==> src/rtl/fx3_pkg.sv <==
// Shared definitions for the FX3 slave-FIFO write path.
//   fx3_state_e      : writer FSM states
//   SOCKET_DEF       : default GPIF socket address
//   STROBE_OFF       : inactive level of the active-low FX3 strobes
//   *_DEF            : default buffer size, watermark, flag latency, idle timeout
package fx3_pkg;

  typedef enum logic [1:0] {
    ST_IDLE        = 2'd0,
    ST_WRITE       = 2'd1,
    ST_PKTEND      = 2'd2,
    ST_COMMIT_WAIT = 2'd3
  } fx3_state_e;

  localparam logic [1:0]  SOCKET_DEF       = 2'b00;
  localparam logic        STROBE_OFF       = 1'b1;
  localparam int unsigned BUF_WORDS_DEF    = 4096;
  localparam int unsigned WM_WORDS_DEF     = 6;
  localparam int unsigned FLAG_LAT_DEF     = 3;
  localparam int unsigned IDLE_TIMEOUT_DEF = 1024;

endpackage

==> src/rtl/fx3_idle_timer.sv <==
// Saturating idle-cycle counter.
//   clk, rst_n : clock, async active-low reset
//   clr        : zero the count (data present or not in a partial buffer)
//   en         : count this cycle
//   timeout    : pulse on the cycle the idle run reaches IDLE_TIMEOUT-1
module fx3_idle_timer
  import fx3_pkg::*;
#(
  parameter int unsigned IDLE_TIMEOUT = IDLE_TIMEOUT_DEF
) (
  input  logic clk,
  input  logic rst_n,
  input  logic clr,
  input  logic en,
  output logic timeout
);
  localparam int unsigned CW = $clog2(IDLE_TIMEOUT);
  localparam logic [CW-1:0] CNT_MAX = CW'(IDLE_TIMEOUT - 1);
  localparam logic [CW-1:0] CNT_PRE = CW'(IDLE_TIMEOUT - 2);

  logic [CW-1:0] cnt;

  always_ff @(posedge clk or negedge rst_n) begin
    if (!rst_n)                   cnt <= '0;
    else if (clr)                 cnt <= '0;
    else if (en && cnt != CNT_MAX) cnt <= cnt + 1'b1;
  end

  // The current idle cycle is part of the run, so the run length reaches
  // IDLE_TIMEOUT-1 while the register still holds IDLE_TIMEOUT-2.
  assign timeout = en & ~clr & (cnt == CNT_PRE);

endmodule

==> src/rtl/fx3_slave_writer.sv <==
// Pops words from the prefetch FIFO top stage and writes them to the FX3
// GPIF-II synchronous slave FIFO. Full buffers auto-commit; partial buffers
// are closed with PKTEND on flush or idle timeout.
//   data_clk, data_rstn     : clock, async active-low reset
//   data_i/data_valid_top_i : top-stage word and its valid
//   data_read_o             : combinational pop strobe
//   flush_i                 : commit the current partial buffer
//   fx3_*_o                 : registered slave-FIFO bus and strobes
//   fx3_flaga_i/flagb_i     : buffer ready / watermark flags
//   words_sent_o, error_o   : total words written, sticky protocol error
module fx3_slave_writer
  import fx3_pkg::*;
#(
  parameter int unsigned BUF_WORDS    = BUF_WORDS_DEF,
  parameter int unsigned WM_WORDS     = WM_WORDS_DEF,
  parameter int unsigned FLAG_LAT     = FLAG_LAT_DEF,
  parameter int unsigned IDLE_TIMEOUT = IDLE_TIMEOUT_DEF,
  parameter logic [1:0]  SOCKET       = SOCKET_DEF
) (
  input  logic        data_clk,
  input  logic        data_rstn,
  input  logic [31:0] data_i,
  input  logic        data_valid_top_i,
  output logic        data_read_o,
  input  logic        flush_i,
  output logic [31:0] fx3_data_o,
  output logic [1:0]  fx3_addr_o,
  output logic        fx3_slcs_n_o,
  output logic        fx3_slwr_n_o,
  output logic        fx3_pktend_n_o,
  output logic        fx3_sloe_n_o,
  output logic        fx3_slrd_n_o,
  input  logic        fx3_flaga_i,
  input  logic        fx3_flagb_i,
  output logic [31:0] words_sent_o,
  output logic        error_o
);
  localparam int unsigned BW = $clog2(BUF_WORDS) + 1;
  localparam int unsigned LW = (FLAG_LAT > 1) ? $clog2(FLAG_LAT) : 1;
  localparam logic [BW-1:0] LAST_IDX = BW'(BUF_WORDS - 1);
  localparam logic [BW-1:0] WM_LIMIT = BW'(BUF_WORDS - WM_WORDS);
  localparam logic [LW-1:0] LAT_END  = LW'(FLAG_LAT - 1);

  fx3_state_e    state, state_nxt;
  logic [BW-1:0] buf_cnt;
  logic [LW-1:0] lat_cnt;
  logic          pop, close, last_pop, idle_en, idle_clr, timeout, flag_err;

  assign idle_en  = (state == ST_WRITE) && (buf_cnt != '0);
  assign idle_clr = ~idle_en | data_valid_top_i;

  fx3_idle_timer #(.IDLE_TIMEOUT(IDLE_TIMEOUT)) u_idle_timer (
    .clk    (data_clk),
    .rst_n  (data_rstn),
    .clr    (idle_clr),
    .en     (idle_en),
    .timeout(timeout)
  );

  // state register
  always_ff @(posedge data_clk or negedge data_rstn) begin
    if (!data_rstn) state <= ST_IDLE;
    else            state <= state_nxt;
  end

  // next state
  always_comb begin
    state_nxt = state;
    unique case (state)
      ST_IDLE:        if (fx3_flaga_i) state_nxt = ST_WRITE;
      ST_WRITE:       if (close)         state_nxt = ST_PKTEND;
                      else if (last_pop) state_nxt = ST_COMMIT_WAIT;
      ST_PKTEND:      state_nxt = ST_COMMIT_WAIT;
      ST_COMMIT_WAIT: if (lat_cnt == LAT_END) state_nxt = ST_IDLE;
      default:        state_nxt = ST_IDLE;
    endcase
  end

  // outputs: a last-word pop outranks flush/timeout, so a full buffer never
  // gets a trailing PKTEND; otherwise closing suppresses the pop.
  always_comb begin
    close    = 1'b0;
    pop      = 1'b0;
    last_pop = 1'b0;
    if (state == ST_WRITE) begin
      close    = (flush_i | timeout) & (buf_cnt != '0) &
                 ~(data_valid_top_i & (buf_cnt == LAST_IDX));
      pop      = data_valid_top_i & ~close;
      last_pop = pop & (buf_cnt == LAST_IDX);
    end
  end

  assign data_read_o = pop;

  assign flag_err = (~fx3_flagb_i & (buf_cnt < WM_LIMIT)) |
                    ((state == ST_WRITE) & ~fx3_flaga_i & (buf_cnt != '0));

  always_ff @(posedge data_clk or negedge data_rstn) begin
    if (!data_rstn) begin
      buf_cnt        <= '0;
      lat_cnt        <= '0;
      words_sent_o   <= '0;
      error_o        <= 1'b0;
      fx3_data_o     <= '0;
      fx3_addr_o     <= SOCKET;
      fx3_slcs_n_o   <= STROBE_OFF;
      fx3_slwr_n_o   <= STROBE_OFF;
      fx3_pktend_n_o <= STROBE_OFF;
      fx3_sloe_n_o   <= STROBE_OFF;
      fx3_slrd_n_o   <= STROBE_OFF;
    end else begin
      lat_cnt <= (state == ST_COMMIT_WAIT) ? lat_cnt + 1'b1 : '0;
      // cleared at the close decision so the PKTEND cycle already sees an
      // empty buffer
      if (close || last_pop) buf_cnt <= '0;
      else if (pop)          buf_cnt <= buf_cnt + 1'b1;
      if (pop) begin
        words_sent_o <= words_sent_o + 32'd1;
        fx3_data_o   <= data_i;
      end
      if (flag_err) error_o <= 1'b1;
      fx3_slwr_n_o   <= ~pop;
      fx3_pktend_n_o <= ~close;
      fx3_slcs_n_o   <= 1'b0;
      fx3_addr_o     <= SOCKET;
      fx3_sloe_n_o   <= STROBE_OFF;
      fx3_slrd_n_o   <= STROBE_OFF;
    end
  end

endmodule

==> config.mk <==
export PLATFORM = sky130hd
export DESIGN_NAME = fx3_slave_writer
export DESIGN_NICKNAME = d
export VERILOG_FILES = /design/src/rtl/fx3_pkg.sv /design/src/rtl/fx3_idle_timer.sv /design/src/rtl/fx3_slave_writer.sv
export SDC_FILE = /design/constraint.sdc
export NUM_CORES = 1
export LEC_CHECK = 0
export CAP_MARGIN = 5
export CELL_PAD_IN_SITES_DETAIL_PLACEMENT = 1
export CELL_PAD_IN_SITES_GLOBAL_PLACEMENT = 1
export CORE_UTILIZATION = 37
export CTS_CLUSTER_DIAMETER = 40
export DETAILED_ROUTE_END_ITERATION = 10
export PLACE_DENSITY_LB_ADDON = 0.12
export SLEW_MARGIN = 20
export SYNTH_ARGS = -nofsm -noshare
export SYNTH_HDL_FRONTEND = slang
export SYNTH_SLANG_ARGS = --single-unit
==> constraint.sdc <==
create_clock -name data_clk -period 2.5 [get_ports data_clk]
set_input_delay 0.625 -clock data_clk [delete_from_list [all_inputs] [get_ports data_clk]]
set_output_delay 0.625 -clock data_clk [all_outputs]
set_load 0.02 [all_outputs]
# Word level (Yosys, flattened, before mapping)
# Cells that the tools add are included.
[classes] order_cmp=1 n_eq_ne=10 n_reduce_logical=8 n_mux=13 add_sub_neg=4 bitwise_logic=21
[ops] cell="adder 32 x 1 -> 32 bit, second input constant" n=1
[ops] cell="two-way mux 13 bit" n=2
[ops] cell="two-way mux 10 bit" n=2
[ops] cell="adder 13 x 1 -> 13 bit, second input constant" n=1
[ops] cell="== test 13 x 12 -> 1 bit, second input constant" n=1
[ops] cell="less-than comparator 13 x 12 -> 1 bit, second input constant" n=1
[ops] cell="nonzero test 13 bit" n=1
[ops] cell="adder 10 x 1 -> 10 bit, second input constant" n=1
[ops] cell="AND 1 bit" n=10
[ops] cell="== test 10 bit, second input constant" n=1
[ops] cell="two-way mux 2 bit" n=5
[ops] cell="inequality test 10 bit, second input constant" n=1
[ops] cell="NOT 1 bit" n=8
[ops] cell="case mux 2 bit (4 select lines)" n=1
[ops] cell="== test 2 bit, second input constant" n=3
[ops] cell="inequality test 2 bit, second input constant" n=2
[ops] cell="nonzero test 2 bit" n=2
[ops] cell="two-way mux 1 bit" n=3
[ops] cell="inequality test 3 bit, second input constant" n=1
[ops] cell="OR 1 bit" n=3
[ops] cell="AND reduction 3 bit" n=1
[ops] cell="adder 2 x 1 -> 2 bit, second input constant" n=1
[ops] cell="== test 2 x 1 -> 1 bit, second input constant" n=1
[ops] cell="logical AND 1 bit" n=2
[ops] cell="2 further kinds" n=2
[word_totals] register_bits=95 in_bits=38 wordCells=67 output_inout_bits=73

# Logic depth before layout (Yosys ltp)
[logic_depth] ltp_word=17 ltp_mapped=11 depth_no_buf=8

# By module
# Synthesis repeated with hierarchy kept, for this count alone.
[hier_totals] cells_unflattened=467 area_unflattened_um2=4503.1
[modules_own_cells] module="fx3_slave_writer" instances=1 area_each_um2=3877.5 cells_each=397 seq_area_each_um2=2130.8
[modules_own_cells] module="fx3_idle_timer" instances=1 area_each_um2=625.6 cells_each=70 seq_area_each_um2=250.2

# Worst setup path before layout
# No wires, ideal clock.
[synth_timing] kind="input to output" start="input data_valid_top_i" end="output data_read_o" cell_stages=5 required_ns=1.875 arrival_time_ns=1.791 path_buffers=1 path_slack_ns=0.084 path_cell_list="nand4b_1 > o41ai_4 > o21ai_2 > inv_2 > clkbuf_1"
[synth_between] elab_chain_cells=10 word_cells_on_any_way=12 classes_between="1 x mux; 11 x bitwise"
[synth_rtl] item="start, declared" line_no="fx3_slave_writer.sv:23" rtl="input logic data_valid_top_i,"
[synth_rtl] item="OR 1 bit" line_no="fx3_slave_writer.sv:50" rtl="assign idle_clr = ~idle_en | data_valid_top_i;"
[synth_rtl] item="NOT 1 bit" line_no="fx3_idle_timer.sv:31" rtl="assign timeout = en & ~clr & (cnt == CNT_PRE);"
[synth_rtl] item="AND 1 bit (2 in series)" line_no="fx3_idle_timer.sv:31"
[synth_rtl] item="OR 1 bit" line_no="fx3_slave_writer.sv:86" rtl="close = (flush_i | timeout) & (buf_cnt != '0) &"
[synth_rtl] item="AND 1 bit (2 in series)" line_no="fx3_slave_writer.sv:86"
[synth_rtl] item="NOT 1 bit" line_no="fx3_slave_writer.sv:88" rtl="pop = data_valid_top_i & ~close;"
[synth_rtl] item="AND 1 bit *" line_no="fx3_slave_writer.sv:88"
[synth_rtl] item="two-way mux 1 bit *" line_no="fx3_slave_writer.sv:85" rtl="if (state == ST_WRITE) begin"
[synth_rtl] item="end, declared" line_no="fx3_slave_writer.sv:24" rtl="output logic data_read_o,"
# Mark *: on every way between the ends. The rest lies on a longest branch, timed or not.

# Worst setup path in the final report
[layout_timing] start="register buf_cnt[1]" end="output data_read_o"
[layout_between] elab_chain_cells=13 word_cells_on_any_way=16 classes_between="1 x eq/ne; 1 x mux; 12 x bitwise; 2 x reduce/logical"
[layout_rtl] item="start, declared" line_no="fx3_slave_writer.sv:45" rtl="logic [BW-1:0] buf_cnt;"
[layout_rtl] item="start signal, assigned" line_no="fx3_slave_writer.sv:116" rtl="else if (pop) buf_cnt <= buf_cnt + 1'b1;"
[layout_rtl] item="nonzero test 13 bit" line_no="fx3_slave_writer.sv:49, fx3_slave_writer.sv:86"
[layout_rtl] item="logical AND 1 bit" line_no="fx3_slave_writer.sv:49" rtl="assign idle_en = (state == ST_WRITE) && (buf_cnt != '0);"
[layout_rtl] item="NOT 1 bit" line_no="fx3_slave_writer.sv:50"
[layout_rtl] item="OR 1 bit" line_no="fx3_slave_writer.sv:50"
[layout_rtl] item="NOT 1 bit" line_no="fx3_idle_timer.sv:31"
[layout_rtl] item="AND 1 bit (2 in series)" line_no="fx3_idle_timer.sv:31"
[layout_rtl] item="OR 1 bit" line_no="fx3_slave_writer.sv:86"
[layout_rtl] item="AND 1 bit" line_no="fx3_slave_writer.sv:86"
[layout_rtl] item="AND 1 bit *" line_no="fx3_slave_writer.sv:86"
[layout_rtl] item="NOT 1 bit *" line_no="fx3_slave_writer.sv:88"
[layout_rtl] item="AND 1 bit *" line_no="fx3_slave_writer.sv:88"
[layout_rtl] item="two-way mux 1 bit *" line_no="fx3_slave_writer.sv:85"
# Marked as above.

==> qor.txt <==
Number of buffers inserted during clock tree synthesis -> 9
Vias per Instance -> 5.08
Count of pins over their slew limit -> 0
Estimated wirelength of the detail-placed design -> 8020 um
Count of hold buffers inserted by post-cts repair -> 0
Chip Width -> 111 um
Sum of routed wire length over all layers -> 11500 um
Total power divided by cell area -> 881 nW/um^2
Portion of the post-synthesis area used by sequential elements -> 53.8%
Share of the core filled with cells -> 53.9%
Sinks on Clock Net -> 95
Worst slew margin relative to its limit -> 59.8%
Synthesized flop and latch total -> 95
Maximum Capacitance Violations -> 0
Later-pin clock latency in the skew report -> 350 ps
Failing checks -> DRC
H-tree depth -> 3
Sum of buffers and inverters on the critical path -> 2
CTS tree -> yes
Async set or reset register ratio after synthesis -> 100%
Clock transition at the registers of the reported paths -> 70 ps
Number of flops mapped to enable cells by yosys -> 0
Final weighted congestion in routability-driven placement -> 0.736
Classification of the worst setup path -> flip-flop to output port
Wirelength per Cell -> 15.5 um
Core ar. -> 11600 um^2
Post-route minimum period -> 2410 ps
Port bufs -> 106
Worst setup EP type -> output port
Synthesized cell area -> 4430 um^2
DRC violation count after routing -> 8
Hold/Removal Path Class -> primary input to asynchronous set/reset pin
Total leakage power -> 0.00284 uW
Warning count from the yosys run -> 0
Synth-to-Final Area Change -> 40.7%
Endpoint arrival time on the critical path -> 1790 ps
Via count of the first global-routing pass -> 4061
Setup TNS -> 0 ps
Type of element launching the critical path -> flip-flop
Setup Slack @ Placement -> -728 ps
Ant diodes -> 0
Crit path required time -> 1880 ps
Final Hold Violating Endpoints -> 0
Least setup slack across all paths after layout -> 86.5 ps
Maximum buffer depth of the clock tree -> 2
Clk_skew -> 10.1 ps
Measured slew at the worst slew-check pin -> 603 ps
Number of inserted filler cells in the final layout -> 1304
Count of different cell masters after synthesis -> 49
Mapped Cells -> 454
Final nets -> 643
Total area of multi-input combinational cells -> 1940 um^2
Worst IR drop on VDD -> 594 uV
Initial standard-cell utilization of the core -> 38.3%
Maximum number of pins on one net before global-route repair -> 54
Ratio of final minimum period to clock period -> 96.5%
Die outline area -> 12400 um^2
Violation count after the first detailed-route iteration -> 144
Antenna violations before repair -> 0
Chip height -> 111 um
Clock Root Buffer -> sky130_fd_sc_hd__clkbuf_16
Rows -> 39
Post-synth top flop -> sky130_fd_sc_hd__dfrtp_1
CP max stage cell -> sky130_fd_sc_hd__dfrtp_1
Count of placed standard cells including taps -> 721
Mapped Avg Cell Area -> 9.76 um^2
Remaining number of nets flagged by the antenna check after routing -> 0
Aggregate global-route resource usage -> 20.1%
Largest fanout on the critical path -> 4
Global-route wire length before repair -> 19700 um
Global-route congestion overflow total -> 0
Via count -> 3773
Largest stage delay on the critical path -> 400 ps
CP cell instances -> ha_2 > nand4b_1 > o41ai_4 > o21ai_4 > inv_2 > buf_4
Final non-filler cell total -> 743
Count of TritonRoute iterations in the first routing pass -> 7
Top-level port count -> 111
Fraction of final layout cells with drive strength greater than 1 -> 11.8%
Combined flip-flop and latch cell area -> 2380 um^2
Highest attainable clock frequency -> 414 MHz
Setup-failing EPs final -> 0
Kind of cell adding the most delay to the critical path -> compound AO/OA/AOI/OAI gates
Run status -> finished, violations left
Setup repair after global routing missed its margin -> true
Yosys cell counts, types with 2 or more instances:
master | number | area (um^2)
sky130_fd_sc_hd__a211oi_1 | 6 | 45.0
sky130_fd_sc_hd__a21oi_1 | 11 | 55.1
sky130_fd_sc_hd__a31oi_1 | 3 | 18.8
sky130_fd_sc_hd__and2_1 | 3 | 18.8
sky130_fd_sc_hd__and3_1 | 10 | 62.6
sky130_fd_sc_hd__and4_1 | 4 | 35.0
sky130_fd_sc_hd__buf_2 | 6 | 30.0
sky130_fd_sc_hd__buf_4 | 4 | 30.0
sky130_fd_sc_hd__clkbuf_1 | 8 | 30.0
sky130_fd_sc_hd__conb_1 | 2 | 7.51
sky130_fd_sc_hd__dfrtp_1 | 92 | 2300
sky130_fd_sc_hd__dfstp_2 | 3 | 78.8
sky130_fd_sc_hd__ha_1 | 10 | 125
sky130_fd_sc_hd__inv_1 | 17 | 63.8
sky130_fd_sc_hd__nand2_1 | 123 | 462
sky130_fd_sc_hd__nand3_1 | 19 | 95.1
sky130_fd_sc_hd__nand3b_1 | 2 | 15.0
sky130_fd_sc_hd__nand4_1 | 17 | 106
sky130_fd_sc_hd__nor2_1 | 20 | 75.1
sky130_fd_sc_hd__nor2b_1 | 3 | 18.8
sky130_fd_sc_hd__nor3_1 | 9 | 45.0
sky130_fd_sc_hd__nor4_1 | 4 | 25.0
sky130_fd_sc_hd__o211ai_1 | 3 | 22.5
sky130_fd_sc_hd__o31ai_1 | 8 | 60.1
sky130_fd_sc_hd__or3_1 | 2 | 12.5
sky130_fd_sc_hd__or4_1 | 6 | 45.0
sky130_fd_sc_hd__xnor2_1 | 25 | 219
sky130_fd_sc_hd__xor2_1 | 13 | 114
report_power, final:
group / switching, uW / internal (uW)
registers: 220 / 1860
clock network: 615 / 810
logic: 1060 / 925
final timing paths:
path,from,endpoint,slack [ps],cells after the start
setup reg to reg,buf_cnt[1]$_DFFE_PN0P_,buf_cnt[11]$_DFFE_PN0P_,90,8
hold reg to reg,lat_cnt[0]$_DFF_PN0_,lat_cnt[0]$_DFF_PN0_,440,1
min in group data_clk,lat_cnt[0]$_DFF_PN0_,lat_cnt[0]$_DFF_PN0_,440,1
max in group asynchronous,data_rstn,fx3_data_o[1]$_DFFE_PN0P_,1530,2
hold / removal,data_rstn,u_idle_timer.cnt[9]$_DFFE_PN0P_,280,1
setup / recovery,buf_cnt[1]$_DFFE_PN0P_,data_read_o,90,6
logic make-up after synthesis:
kind of cell    after synthesis  share of synthesized area [%]
xor+xnor                     38                           7.51
compound gates               42                           7.23
mux                           1                          0.254
buf+inv                      37                           3.64
flops                        95                           53.8
simple gates                229                           24.6
fa+ha+maj                    10                           2.82
other cells                   2                          0.170
repair_timing:
action,4_1_cts,5_1_grt
setup buffers,3,3
gates cloned,0,0
pin swaps,3,1
endpoints found under the setup margin,9,2
resized for setup,10,4
layout make-up:
| cell class | instances | share of cell area [%] |
|---|---|---|
| Clock buffer | 12 | 3.95 |
| Clock inverter | 4 | 0.883 |
| Inverter | 18 | 1.08 |
| Multi-Input combinational cell | 325 | 31.1 |
| Sequential cell | 95 | 38.2 |
| Tap cell | 143 | 2.87 |
| Timing Repair Buffer | 146 | 21.9 |
worst register-to-register path, cell delays in order (launching register included):
cell	delay [ps]
sky130_fd_sc_hd__dfrtp_1	400
sky130_fd_sc_hd__ha_2	210
sky130_fd_sc_hd__nand4b_1	180
sky130_fd_sc_hd__buf_4	180
sky130_fd_sc_hd__buf_4	120
sky130_fd_sc_hd__o41a_1	390
sky130_fd_sc_hd__a211oi_2	230
sky130_fd_sc_hd__or4b_1	470
sky130_fd_sc_hd__a21oi_1	150
sequential cells by signal (all words and copies together) (netlist names):
signal / count
fx3_data_o: 32
words_sent_o: 32
buf_cnt: 13
u_idle_timer.cnt: 10
lat_cnt: 2
state: 2
error_o: 1
fx3_pktend_n_o: 1
fx3_slcs_n_o: 1
fx3_slwr_n_o: 1
metal layers:
| metal | global-route usage [%] | vias to the layer above | wire (um) |
|---|---|---|---|
| met2 | 33.1 | 81 | 5450 |
| li1 | - | 1818 | - |
| met1 | 25.0 | 1861 | 5220 |
| met3 | 6.42 | 13 | 649 |
| met4 | 6.76 | 0 | 180 |
| met5 | 0 | - | 0 |
placed cells by master (no fill, tap or decap), types with 6 or more instances in the layout:
cell                              count
sky130_fd_sc_hd__a211oi_1             6
sky130_fd_sc_hd__a21oi_1             11
sky130_fd_sc_hd__and3_1               9
sky130_fd_sc_hd__buf_4               41
sky130_fd_sc_hd__clkbuf_16            9
sky130_fd_sc_hd__clkdlybuf4s50_1    103
sky130_fd_sc_hd__dfrtp_1             92
sky130_fd_sc_hd__ha_1                 8
sky130_fd_sc_hd__inv_1               17
sky130_fd_sc_hd__nand2_1            123
sky130_fd_sc_hd__nand3_1             19
sky130_fd_sc_hd__nand4_1             17
sky130_fd_sc_hd__nor2_1              20
sky130_fd_sc_hd__nor3_1               9
sky130_fd_sc_hd__o31ai_1              8
sky130_fd_sc_hd__or4_1                6
sky130_fd_sc_hd__xnor2_1             25
sky130_fd_sc_hd__xor2_1              13
metrics by stage:
| stage | power [uW] | instance area [um^2] | hold WS [ps] |
|---|---|---|---|
| floorplan | 3060 | 4440 | 329 |
| global placement | 3970 | 5860 | 416 |
| detailed placement | 4030 | 5860 | 428 |
| CTS | 5530 | 6200 | 306 |
| global route | 5810 | 6230 | 331 |
| finish | 5490 | 6230 | 284 |
Power figures use the tool's default switching activity.
